File: config.mk
export PLATFORM = sky130hd
export DESIGN_NAME = fib_term_buffer
export DESIGN_NICKNAME = d
export VERILOG_FILES = /design/src/rtl/fib_pkg.sv /design/src/rtl/fib_sync_fifo.sv /design/src/rtl/fib_term_buffer.sv
export SDC_FILE = /design/constraint.sdc
export NUM_CORES = 1
export LEC_CHECK = 0
export ABC_CLOCK_PERIOD_IN_PS = 2200
export BUFFER_PORTS_ARGS = -buffer_cell sky130_fd_sc_hd__buf_2
export CORE_MARGIN = 2
export CORE_UTILIZATION = 30
export CTS_CLUSTER_SIZE = 28
export DETAILED_ROUTE_END_ITERATION = 16
export GPL_ROUTABILITY_DRIVEN = 0
export GPL_TIMING_DRIVEN = 0
export PLACE_DENSITY_LB_ADDON = 0.12
export SLEW_MARGIN = 20
export SYNTH_ARGS = -nofsm -noshare
export SYNTH_HDL_FRONTEND = slang
export SYNTH_SLANG_ARGS = --single-unit
File: constraint.sdc
create_clock -name clk -period 2.2 [get_ports clk]
set_clock_uncertainty 0.1 [all_clocks]
set_input_delay 0.22 -clock clk [delete_from_list [all_inputs] [get_ports clk]]
set_output_delay 0.22 -clock clk [all_outputs]
set_load 0.1 [all_outputs]
File: src/rtl/fib_pkg.sv
`default_nettype none
// +----------------------------------------------------------------------+
// | fib_pkg : shared constants, FSM encoding and FIFO entry layout       |
// | Revision: 1.0                                                        |
// +----------------------------------------------------------------------+
package fib_pkg;

    localparam int C_WIDTH = 4;

    typedef enum logic [0:0] {
        SYNC = 1'b0,
        RUN  = 1'b1
    } state_t;

    // FIFO entry is {wrap, term}; the wrap flag sits just above the term bits.
    typedef struct packed {
        logic               wrap;
        logic [C_WIDTH-1:0] term;
    } entry_t;

endpackage : fib_pkg
`default_nettype wire

File: src/rtl/fib_sync_fifo.sv
`default_nettype none
// +----------------------------------------------------------------------+
// | fib_sync_fifo : DEPTH x DATA_W synchronous FIFO with flush           |
// | Revision: 1.0                                                        |
// +----------------------------------------------------------------------+
module fib_sync_fifo #(
    parameter int DEPTH  = 4,
    parameter int DATA_W = 5
) (
    input  logic                     clk,
    input  logic                     reset,
    input  logic                     push,
    input  logic [DATA_W-1:0]        push_data,
    input  logic                     pop,
    input  logic                     flush,
    output logic [DATA_W-1:0]        head_data,
    output logic [$clog2(DEPTH):0]   level,
    output logic                     full,
    output logic                     empty
);

    localparam int C_PTR_W = $clog2(DEPTH);

    logic [DATA_W-1:0]  r_mem [DEPTH];
    logic [C_PTR_W-1:0] r_wr_ptr;
    logic [C_PTR_W-1:0] r_rd_ptr;
    logic [C_PTR_W:0]   r_level;
    logic               w_do_push;
    logic               w_do_pop;

    assign empty     = (r_level == '0);
    assign full      = (r_level == (C_PTR_W+1)'(DEPTH));
    assign level     = r_level;
    assign head_data = r_mem[r_rd_ptr];

    // A push into a full FIFO is only legal when the head leaves the same cycle.
    assign w_do_pop  = pop && !empty;
    assign w_do_push = push && (!full || w_do_pop);

    always_ff @(posedge clk or negedge reset) begin
        if (!reset) begin
            for (int i = 0; i < DEPTH; i++) begin
                r_mem[i] <= '0;
            end
        end else if (w_do_push && !flush) begin
            r_mem[r_wr_ptr] <= push_data;
        end
    end

    always_ff @(posedge clk or negedge reset) begin
        if (!reset) begin
            r_wr_ptr <= '0;
            r_rd_ptr <= '0;
            r_level  <= '0;
        end else if (flush) begin
            r_wr_ptr <= '0;
            r_rd_ptr <= '0;
            r_level  <= '0;
        end else begin
            if (w_do_push) begin
                r_wr_ptr <= r_wr_ptr + C_PTR_W'(1);
            end
            if (w_do_pop) begin
                r_rd_ptr <= r_rd_ptr + C_PTR_W'(1);
            end
            if (w_do_push && !w_do_pop) begin
                r_level <= r_level + (C_PTR_W+1)'(1);
            end else if (w_do_pop && !w_do_push) begin
                r_level <= r_level - (C_PTR_W+1)'(1);
            end
        end
    end

endmodule : fib_sync_fifo
`default_nettype wire

File: src/rtl/fib_term_buffer.sv
`default_nettype none
// +----------------------------------------------------------------------+
// | fib_term_buffer : locks onto a Fibonacci stream, tags wraps, buffers |
// | Revision: 1.0                                                        |
// +----------------------------------------------------------------------+
module fib_term_buffer
    import fib_pkg::*;
#(
    parameter int WIDTH  = C_WIDTH,
    parameter int DEPTH  = 4,
    parameter int DROP_W = 4
) (
    input  logic                     clk,
    input  logic                     reset,
    input  logic                     in_valid,
    input  logic [WIDTH-1:0]         term_in,
    input  logic                     resync,
    output logic                     out_valid,
    input  logic                     out_ready,
    output logic [WIDTH-1:0]         out_term,
    output logic                     out_wrap,
    output logic                     wrap_seen,
    output logic                     synced,
    output logic [$clog2(DEPTH):0]   level,
    output logic [DROP_W-1:0]        drop_cnt
);

    localparam int C_ENTRY_W = WIDTH + 1;

    state_t              r_state;
    state_t              w_state_next;
    logic [WIDTH-1:0]    r_prev;
    logic                r_wrap_seen;
    logic [DROP_W-1:0]   r_drop_cnt;

    logic                w_push_req;
    logic                w_wrap_tag;
    logic                w_push_ok;
    logic                w_pop;
    logic                w_full;
    logic                w_empty;
    logic [C_ENTRY_W-1:0] w_head;

    always_ff @(posedge clk or negedge reset) begin
        if (!reset) begin
            r_state <= SYNC;
        end else begin
            r_state <= w_state_next;
        end
    end

    // A push request carries a term destined for the FIFO; resync kills it.
    always_comb begin
        w_state_next = r_state;
        w_push_req   = 1'b0;
        w_wrap_tag   = 1'b0;
        if (resync) begin
            w_state_next = SYNC;
        end else begin
            case (r_state)
                SYNC: begin
                    if (in_valid && term_in == WIDTH'(1)) begin
                        w_push_req   = 1'b1;
                        w_state_next = RUN;
                    end
                end
                RUN: begin
                    if (in_valid) begin
                        w_push_req = 1'b1;
                        w_wrap_tag = (term_in < r_prev);
                    end
                end
                default: w_state_next = SYNC;
            endcase
        end
    end

    assign w_pop     = !w_empty && out_ready;
    assign w_push_ok = w_push_req && (!w_full || w_pop);

    // prev and wrap_seen track every request so tags stay right across drops.
    always_ff @(posedge clk or negedge reset) begin
        if (!reset) begin
            r_prev      <= '0;
            r_wrap_seen <= 1'b0;
            r_drop_cnt  <= '0;
        end else if (resync) begin
            r_prev      <= '0;
            r_wrap_seen <= 1'b0;
            r_drop_cnt  <= '0;
        end else begin
            if (w_push_req) begin
                r_prev <= term_in;
            end
            if (w_push_req && w_wrap_tag) begin
                r_wrap_seen <= 1'b1;
            end
            if (w_push_req && !w_push_ok && r_drop_cnt != {DROP_W{1'b1}}) begin
                r_drop_cnt <= r_drop_cnt + DROP_W'(1);
            end
        end
    end

    fib_sync_fifo #(
        .DEPTH  (DEPTH),
        .DATA_W (C_ENTRY_W)
    ) u_fifo (
        .clk       (clk),
        .reset     (reset),
        .push      (w_push_ok),
        .push_data ({w_wrap_tag, term_in}),
        .pop       (w_pop),
        .flush     (resync),
        .head_data (w_head),
        .level     (level),
        .full      (w_full),
        .empty     (w_empty)
    );

    assign out_valid = !w_empty;
    assign out_term  = w_head[WIDTH-1:0];
    assign out_wrap  = w_head[WIDTH];
    assign wrap_seen = r_wrap_seen;
    assign synced    = (r_state == RUN);
    assign drop_cnt  = r_drop_cnt;

endmodule : fib_term_buffer
`default_nettype wire

==> qor.yml <==
hold_path:
  hold_path_class: "in -> reg"
  min_path_cells: 3
  hp-start: "in_valid"
  holdPathEnd: "synced$_DFF_PN0_"
logic_synthesis:
  synth_area_leader_cell: "dfrtp_1"
  synth_top_cell_area_share_pct: 45.2
  synth_cell_types: 37
  syn_avg_cell_area_sq_um: 12.3
  yosys_register_bits: 37
  synth_area_sq_mm: 0.00205
  yosys-top-cells-area: "dfrtp_1 (45%), mux2_4 (12%), mux4_2 (5.5%), ha_1 (4.9%), mux2_1 (3.3%)"
  yosysSeqAreaShare_pct: 45.2
  syn_nets: 185
  synth_cells: 167
  yosysWarnings: 0
grt:
  grt_pass1_vias: 1537
  grt_max_degree: 38
  grt_pass1_wl_um: 7760
  grt.total_usage_pct: 13.4
  overflow: 0
  antenna_found_initial: 0
floorplanning:
  fp-row-count: 30
  fp.dieH_um: 86.7
  io_pins: 24
  core_area_sq_mm: 0.00672
  initial_core_util_pct: 30.5
  fp.dieArea_sq_mm: 0.00751
  die_w_um: 86.7
setup_path:
  r2r_end: "u_fifo.level[2]$_DFFE_PN0P_"
  max_stage_delay_ns: 0.52
  regToRegSetupSlack_ns: -0.23
  critPathRequiredTime_ns: 2.32
  end_kind: "register"
  crit_fanout: 2
  worst-setup-path-type: "reg -> reg"
  cp-start-kind: "register"
  cp.arrival_ns: 2.55
  slowest_stage: "or4b_4"
  crit_start: "u_fifo.level[1]$_DFFE_PN0P_"
  r2r_start: "u_fifo.level[1]$_DFFE_PN0P_"
  path_cells: "or4b_4 > and3_4 > fa_2 > or4_4 > o211ai_1 > and3_1"
  reg2regPathDepth: 6
timing:
  worst_pin_slew_ns: 0.875
  period_needed_ns: 2.43
  setup_viol: 2
  final-max-slew-violation-count: 0
  setup_ws_ns: -0.228
  post-route-period-util_pct: 110
  fmax_mhz: 412
  rsz0062_at_grt: "true"
  maxSlewHeadroom_pct: 41.7
  hold_viol: 0
clock_network:
  htree_levels: 2
  clock-sinks: 37
  cts_tree: "built"
  root_buffer: "clkbuf_8"
  clk_pin_slew_ns: 0.08
  clockBufferDepth: 2
  cts_buffers: 5
  clock_latency_ns: 0.29
drt:
  wire_per_inst_um: 15.9
  drc: 0
  via_count: 1354
  firstDrtPassIters: 4
  wl_um: 4450
  via_per_inst: 4.84
  drt.antenna.violating_nets: 0
  drtIter0Drc: 35
outcome:
  status: "finished with violations"
  violations: "negative setup slack"
final_layout:
  insertedDiodeCount: 0
  most-common-layout-cells: "dfrtp_1 (33), buf_2 (23), mux2_4 (17), nand2_1 (12), inv_1 (11)"
  drive_above_1_share_pct: 39.0
  area_delta_synth_final_pct: 19.1
  nets: 217
  instances_no_fill: 280
  final_common_cell: "dfrtp_1"
placed_design:
  place_hpwl_um: 3240
  numPortBuffers: 22
  dp.cells: 269
pwr:
  vdd_ir_drop_max_uv: 600
  power.total_uw: 2230
  leakagePower_uw: 0.00121
  powerDensity_mw_per_mm2: 915
flow_run:
  cap_violations: 0
layout make-up:
cell class,instances,area [sq um]
Buffer,5,36.3
Clock buffer,6,82.6
Clock inverter,2,13.8
Fill cell,661,4280
Inverter,11,41.3
Multi-Input combinational cell,113,1090
Sequential cell,37,938
Tap cell,80,100
Timing Repair Buffer,26,143
stage by stage:
stage / instance area, sq um / utilization [%] / setup slack, ns / hold WS, ns / TNS [ns]
final: 2440 / 36.3 / -0.228 / 0.108 / -0.231
after global routing: 2440 / 36.3 / -0.279 / 0.125 / -0.458
after CTS: 2430 / 36.2 / -0.225 / 0.0977 / -0.225
after detailed placement: 2290 / 34.2 / -0.307 / 0.291 / -0.375
after global placement: 2290 / 34.2 / -0.275 / 0.273 / -0.335
after floorplan: 2080 / - / -0.357 / -0.176 / -0.515
metal layers:
metal | vias to the layer above | GRT usage, % | wire (um)
li1 | 652 | - | -
met2 | 24 | 22.7 | 2170
met4 | 0 | 2.56 | 35
met5 | - | 0 | 0
met1 | 674 | 17.5 | 2070
met3 | 4 | 3.33 | 167
what timing repair did:
item / 4_1_cts / 5_1_grt
setup endpoints to repair: 7 / 7
pin swaps: 2 / 1
gates cloned: 0 / 0
endpoints found under the hold margin: 37 / 0
gates resized for setup: 2 / 1
buffers inserted: 3 / 0
hold buffers: 1 / 0
power breakdown:
| part | leakage [uW] | switching (uW) | internal [uW] | total (uW) |
|---|---|---|---|---|
| Clock | 0.0000512 | 253 | 254 | 508 |
| Combinational | 0.000654 | 661 | 259 | 919 |
| Sequential | 0.000500 | 60.0 | 746 | 806 |
cell usage after synthesis:
| cell | count |
|---|---|
| nand2b_1 | 4 |
| nand2_4 | 4 |
| mux2_1 | 6 |
| inv_1 | 11 |
| o31ai_1 | 2 |
| mux4_2 | 5 |
| and3_1 | 3 |
| nand2_1 | 13 |
| a21oi_1 | 7 |
| o211ai_1 | 2 |
| buf_12 | 1 |
| a21boi_1 | 1 |
| a21oi_2 | 1 |
| a2111oi_2 | 2 |
| ha_1 | 8 |
| and2_4 | 1 |
| a21o_1 | 3 |
| or4_1 | 1 |
| or4b_4 | 1 |
| or4b_1 | 1 |
| nand3_1 | 5 |
| mux2_4 | 16 |
| nor2_1 | 10 |
| o21ai_1 | 2 |
| mux2i_1 | 1 |
| fa_1 | 1 |
| nor4b_2 | 1 |
| clkbuf_1 | 4 |
| dfrtp_1 | 37 |
| o2bb2ai_1 | 1 |
| nor3_1 | 2 |
| xor2_1 | 5 |
| o21ai_0 | 1 |
| or3_1 | 1 |
| a311oi_1 | 1 |
| o311a_1 | 1 |
| buf_2 | 1 |
critical path: cells and delay by family (launching register included):
family          cells  cell delay (ns)
simple gates        4             1.35
flops               1             0.48
fa+ha+maj           1             0.35
compound gates      1             0.09
how the worst max path moves through the flow:
stage	cells after the start	slack, ns	end
6_report	6	-0.23	u_fifo.level[2]$_DFFE_PN0P_
2_1_floorplan	6	-0.36	u_fifo.level[2]$_DFFE_PN0P_
5_1_grt	6	-0.28	u_fifo.level[2]$_DFFE_PN0P_
4_1_cts	6	-0.22	u_fifo.level[2]$_DFFE_PN0P_
3_5_place_dp	6	-0.31	u_fifo.level[2]$_DFFE_PN0P_
3_3_place_gp	6	-0.27	u_fifo.level[2]$_DFFE_PN0P_
cells by family (layout without fill, tap and decap cells):
family / count (synthesis) / in the layout / share of synthesized area, %
compound gates: 24 / 24 / 8.61
simple gates: 47 / 47 / 13.2
mux: 28 / 28 / 21.0
flops: 37 / 37 / 45.2
buf+inv: 17 / 50 / 3.97
fa+ha+maj: 9 / 9 / 5.86
xor+xnor: 5 / 5 / 2.14
state kept, by name, summed over array words and instances (netlist names):
signal           flops
u_fifo.r_mem        20
wrap_seen            1
synced               1
r_prev               4
u_fifo.r_rd_ptr      2
drop_cnt             4
u_fifo.r_wr_ptr      2
u_fifo.level         3
No activity file was read; power rests on OpenSTA's default activity.
